<file path="config.mk">
export PLATFORM = sky130hd
export DESIGN_NAME = mux_scan_ctrl
export DESIGN_NICKNAME = d
export VERILOG_FILES = /design/src/rtl/mux_scan_ctrl.sv
export SDC_FILE = /design/constraint.sdc
export NUM_CORES = 1
export LEC_CHECK = 0
export BUFFER_PORTS_ARGS = -buffer_cell sky130_fd_sc_hd__buf_4
export CAP_MARGIN = 20
export CORE_AREA = 2 2 45 58
export CTS_CLUSTER_SIZE = 30
export DETAILED_ROUTE_END_ITERATION = 10
export DIE_AREA = 0 0 47 60
export MAX_ROUTING_LAYER = met4
export PLACE_DENSITY = 0.76
export SLEW_MARGIN = 20
export SYNTH_ARGS = -nofsm -noshare
export SYNTH_HDL_FRONTEND = slang
export SYNTH_SLANG_ARGS = --single-unit
</file>
<file path="constraint.sdc">
create_clock -name clk -period 1.5 [get_ports clk]
set_input_delay 0.075 -clock clk [delete_from_list [all_inputs] [get_ports clk]]
set_output_delay 0.075 -clock clk [all_outputs]
set_load 0.03 [all_outputs]
</file>
<file path="src/rtl/mux_scan_ctrl.sv">
// Scans a downstream 4:1 mux through channels 0..3, holding each select code for DWELL cycles
// and sampling the returned y on the last cycle of each window into a 4-bit frame.
module mux_scan_ctrl #(
  parameter int unsigned DWELL = 4,
  parameter int unsigned CNT_W = 8
) (
  input  logic       clk,
  input  logic       rst_n,
  input  logic       start,
  input  logic       cont,
  input  logic       y,
  output logic       s0,
  output logic       s1,
  output logic [3:0] frame,
  output logic       frame_valid,
  output logic       busy
);

  localparam logic [CNT_W-1:0] DcLast = CNT_W'(DWELL - 1);

  typedef enum logic [0:0] {StIdle, StScan} state_e;

  state_e           state_q, state_d;
  logic             prime_q, prime_d;
  logic [1:0]       ch_q, ch_d;
  logic [CNT_W-1:0] dc_q, dc_d;
  logic [2:0]       shadow_q, shadow_d;
  logic [3:0]       frame_q, frame_d;
  logic             fv_q, fv_d;

  always_ff @(posedge clk or negedge rst_n) begin
    if (!rst_n) begin
      state_q  <= StIdle;
      prime_q  <= 1'b0;
      ch_q     <= 2'd0;
      dc_q     <= '0;
      shadow_q <= 3'b000;
      frame_q  <= 4'b0000;
      fv_q     <= 1'b0;
    end else begin
      state_q  <= state_d;
      prime_q  <= prime_d;
      ch_q     <= ch_d;
      dc_q     <= dc_d;
      shadow_q <= shadow_d;
      frame_q  <= frame_d;
      fv_q     <= fv_d;
    end
  end

  // A frame started from IDLE spends one lead-in cycle on channel 0 before dwell counting
  // begins; back-to-back continuous frames skip it.
  always_comb begin
    state_d  = state_q;
    prime_d  = prime_q;
    ch_d     = ch_q;
    dc_d     = dc_q;
    shadow_d = shadow_q;
    frame_d  = frame_q;
    fv_d     = 1'b0;
    unique case (state_q)
      StIdle: begin
        if (start) begin
          state_d = StScan;
          prime_d = 1'b1;
          ch_d    = 2'd0;
          dc_d    = '0;
        end
      end
      StScan: begin
        if (prime_q) begin
          prime_d = 1'b0;
        end else if (dc_q == DcLast) begin
          dc_d = '0;
          ch_d = ch_q + 2'd1;
          unique case (ch_q)
            2'd0: shadow_d[0] = y;
            2'd1: shadow_d[1] = y;
            2'd2: shadow_d[2] = y;
            2'd3: begin
              frame_d = {y, shadow_q};
              fv_d    = 1'b1;
              if (!cont) state_d = StIdle;
            end
            default: ;
          endcase
        end else begin
          dc_d = dc_q + CNT_W'(1);
        end
      end
      default: state_d = StIdle;
    endcase
  end

  // ch_q is zero whenever the block is idle, so the select needs no extra gating.
  assign s0          = ch_q[0];
  assign s1          = ch_q[1];
  assign busy        = (state_q == StScan);
  assign frame       = frame_q;
  assign frame_valid = fv_q;

endmodule

</file>
# Word level (Yosys, flattened, before mapping)
# Cells that the tools add are included.
# word_totals
word_cells	47
inputBits	5
register_bits	20
out_inout_bits	8
# classes
n_reduce_logical	7
bitwise	2
n_addsub	2
mux	20
eq_ne	7
# ops
cell	count
$mux W8	3
$pmux W8 S2	1
$reduce_and A4 Y1	4
$mux W1	10
$add A8 B1 Y8 const B	1
$eq A8 B2 Y1 const B	1
$mux W2	3
$eq A2 B2 Y1 const B	2
$ne A2 B2 Y1 const B	2
$pmux W1 S2	2
$pmux W2 S2	1
$reduce_and A3 Y1	1
$add A2 B1 Y2 const B	1
$eq A2 B1 Y1 const B	1
$logic_not A2 Y1	1
$ne A2 B1 Y1 const B	1
$not A1 Y1	2
$reduce_and A2 Y1	1

# Logic depth before layout (Yosys ltp)
# logic_depth
depth_word	5
mapped_depth	6
mapped_depth_nobuf	5

# Least setup slack after synthesis
# OpenSTA, ideal clock, no wires.
# synth_path
path_type	register -> register
start	register state_q (netlist: busy)
end	register frame_q[0] (netlist: frame[0])
path_buffers	1
arrival_ns	1.530
setup_slack_ns	-0.155
synth_period_minus_slack_ns	1.655
path_stages_with_launch	6
t_required_ns	1.375
cell_sequence	dfrtp_1 buf_2 nand2b_1 and4bb_4 nand2_4 mux2_4
# synth_via
elab_chain_len	1
# synth_lines
item	line	source
start, declared	23	state_e state_q, state_d;
start signal, assigned	33	state_q <= StIdle;
start signal, assigned	41	state_q <= state_d;
$reduce_and A4 Y1 (no line)	-	
end signal, assigned	46	frame_q <= frame_d;
end, declared	28	logic [3:0] frame_q, frame_d;
# No other way between the ends.
# A chain may end at the register's enable or synchronous reset.

# Worst setup path after layout
# layout_path
start	register dc_q[6]
end	register frame_q[2] (netlist: frame[2])
# layout_via
elab_chain_len	2
# layout_lines
item	line	source
start, declared	26	logic [CNT_W-1:0] dc_q, dc_d;
start signal, assigned	36	dc_q <= '0;
start signal, assigned	44	dc_q <= dc_d;
$eq A8 B2 Y1	73	end else if (dc_q == DcLast) begin
$reduce_and A4 Y1 (no line)	-	
# No other way between the ends.

==> results.cfg <==
[setup_path]
reg2reg_slack_ns = -0.09
required_ns = 1.70
worstPathMaxFanout = 6
cp-start-kind = register
path_class = register to register
crit_path_end_kind = register
reg2reg_depth = 4
reg2reg_from = dc_q[6]
arrival_ns = 1.79
timing.rr.end = frame[2]

[global_routing]
grt_pass1_wl_um = 3400
grt_pass1_vias = 793
gr-total-overflow = 0
grt_usage_pct = 18.5
grt_max_degree = 21
antenna_found_initial = 0

[synth]
synth_top_cell_area_share_pct = 50.8
synthSimpleGateAreaFrac_pct = 16.0
avgSynthCellArea_um2 = 11.7
yosysWarnings = 0
synth_seq_cells = 20
synth_xor_area_share_pct = 0.889
syn-cell-area_um2 = 985
syn_inst = 84
synth_compound_area_share_pct = 10.3
synth_cell_types = 29
seq_area_frac_synth_pct = 50.8
synthMuxAreaShare_pct = 12.7
synth_top_family_by_area = simple AND/OR/NAND/NOR gates
synthAdderAreaFrac_pct = 6.35
synthTopCellsByArea = dfrtp_1 51%, ha_1 6.4%, mux2_4 6.1%, mux2_2 4.6%, nand2_1 2.7%
syn-num-nets = 94
yosys.area.top_type = dfrtp_1

[drt]
vias = 785
dr.pass1.iters = 5
wl_um = 2200
drtIter0Drc = 25
drc = 0
via_per_inst = 5.23
ant_nets = 0
wl_per_cell_um = 14.7

[min_path]
min_to = prime_q
min-delay-start = start
holdPathStages = 3
hp-class = primary input to register

[floorplan]
num_rows = 20
num_io_pins = 13
die_area_um2 = 2820
initial_core_util_pct = 42.8
dieWidth_um = 47
die_y_um = 60
core_area_um2 = 2300

[timing]
worst_slack_ns = -0.0919
fin_crit_ns = 1.59
rsz0062_at_grt = true
slew_headroom_pct = 80.4
slew_violations = 0
setup-violations-final = 8
fmax_ghz = 0.628
tns_ns = -0.453
finalHoldViolCount = 0
worst_slew_pin_slew_ns = 0.291
period_share_pct = 106
fin_skew_ns = 0.00293

[cts]
cts_buffers = 3
path_clk_slew_ns = 0.11
cts_buffer_depth = 2
tritoncts = yes
htree_levels = 1
root_buffer = clkbuf_4
cts.sinks = 20
clk-insertion-delay-late_ns = 0.31

[pwr]
power_uw = 2500
power.density_nw_per_um2 = 1880
peakVddDrop_mv = 1.02
cellLeakagePower_uw = 0.000635

[layout]
synthToLayoutAreaGrowth_pct = 35.1
layout-drive-gt1-share_pct = 45.3
stdcell_area_um2 = 1330
final_nets = 128
n_antenna_cell = 0
final_util_pct = 57.8
fill_cells = 191

[placement]
dp_hpwl_um = 1540
io_buffers = 12
place_area_um2 = 1210
gp_congestion = 0.783
place_ws_ns = -0.0735

[run_status]
status = complete, but fails checks
violations = setup timing

[run]
maxCapViolCount = 0
## flip-flops by register name, indices dropped and copies added (netlist names)
| name | count |
|---|---|
| dc_q | 8 |
| frame | 4 |
| shadow_q | 3 |
| ch_q | 2 |
| busy | 1 |
| frame_valid | 1 |
| prime_q | 1 |
## how the worst max path moves through the flow
stage                     slack (ns)        to     from  cells after the start
after floorplan                -0.03  frame[0]  dc_q[2]                      4
after global placement         -0.03  frame[2]  dc_q[2]                      4
after detailed placement       -0.07  frame[2]  dc_q[2]                      4
after CTS                      -0.07  frame[2]  dc_q[2]                      4
after global routing           -0.14  frame[2]  dc_q[6]                      4
final                          -0.09  frame[2]  dc_q[6]                      4
## metal layers
metal | track usage (%) | vias to the layer above | part of all wire, %
met4 | 11.9 | 0 | 3.4
met5 | - | - | 0
met3 | 4.53 | 7 | 2.8
met1 | 19.5 | 391 | 41
li1 | - | 366 | -
met2 | 29.7 | 21 | 53
## cells in the mapped netlist, drive strengths merged
library cell   n
o2111ai        1
o22a           1
nor4           1
and4bb         1
a31oi          1
ha             5
mux2i          2
a21oi          6
nand3b         1
mux2           8
inv            5
or3            2
buf            2
nor2           4
nand4          1
dfrtp         20
nand2b         1
nand3          3
xor2           1
a22o           1
o31ai          2
o21ai          4
nand2          8
or4            2
and2           1
## area by class of cell
type                    instances  area [µm²]  area share (%)
multi-input cells              57         492            37.0
flip-flops and latches         20         504            37.9
clock buffers                   4        26.3            1.98
inverters                       5        18.8            1.41
well taps                      33        41.3            3.10
repair buffers                 31         248            18.6
## placed cells by master, fill, tap and decap left out, types with 2 or more instances in the layout
cell type      Yosys  routed
dfrtp_2            0       3
mux2_2             4       4
inv_1              5       4
o21ai_0            3       3
nand3_1            3       3
mux2_4             4       4
nor2_1             4       4
ha_1               5       5
or3_1              2       2
o31ai_1            2       2
buf_6              0       2
dfrtp_1           20      17
dlygate4sd3_1      0       3
a21oi_1            5       4
nand2_1            7       7
buf_4              0      26
clkbuf_4           0       3
mux2i_1            2       2
a21oi_2            1       2
## report_power, final
part	leakage [µW]	total, µW	internal, µW	switching [µW]
logic	0.000374	1330	652	680
clock network	0.0000150	272	104	168
registers	0.000246	900	740	160
## critical path, cell delays in order, from the launching register on
cell and delay [ns]:
dfrtp_2 0.44, nor4_4 0.34, and4bb_4 0.31, nand2_4 0.09, mux2_4 0.31
## through the flow
stage | instances | hold slack, ns
CTS | 148 | 0.00724
global route | 150 | 0.0269
finish | 150 | 0.0201
floorplan | 84 | -0.221
detailed placement | 141 | -0.0311
global placement | 141 | -0.0367
## cells by family after synthesis
| group | count (synthesis) |
|---|---|
| muxes | 10 |
| and+or+nand+nor | 25 |
| DFF | 20 |
| AOI/OAI and AO/OA | 16 |
| buffers and inverters | 7 |
| xor gates and xnor gates | 1 |
| adders and majority gates | 5 |
## timing repair
item,CTS,global route
setup endpoints to repair,9,18
hold endpoints to repair,21,1
hold buffers,2,1
setup buffers,1,1
pin swaps,2,5
resized for setup,6,6
No activity file was read; power rests on OpenSTA's default activity.
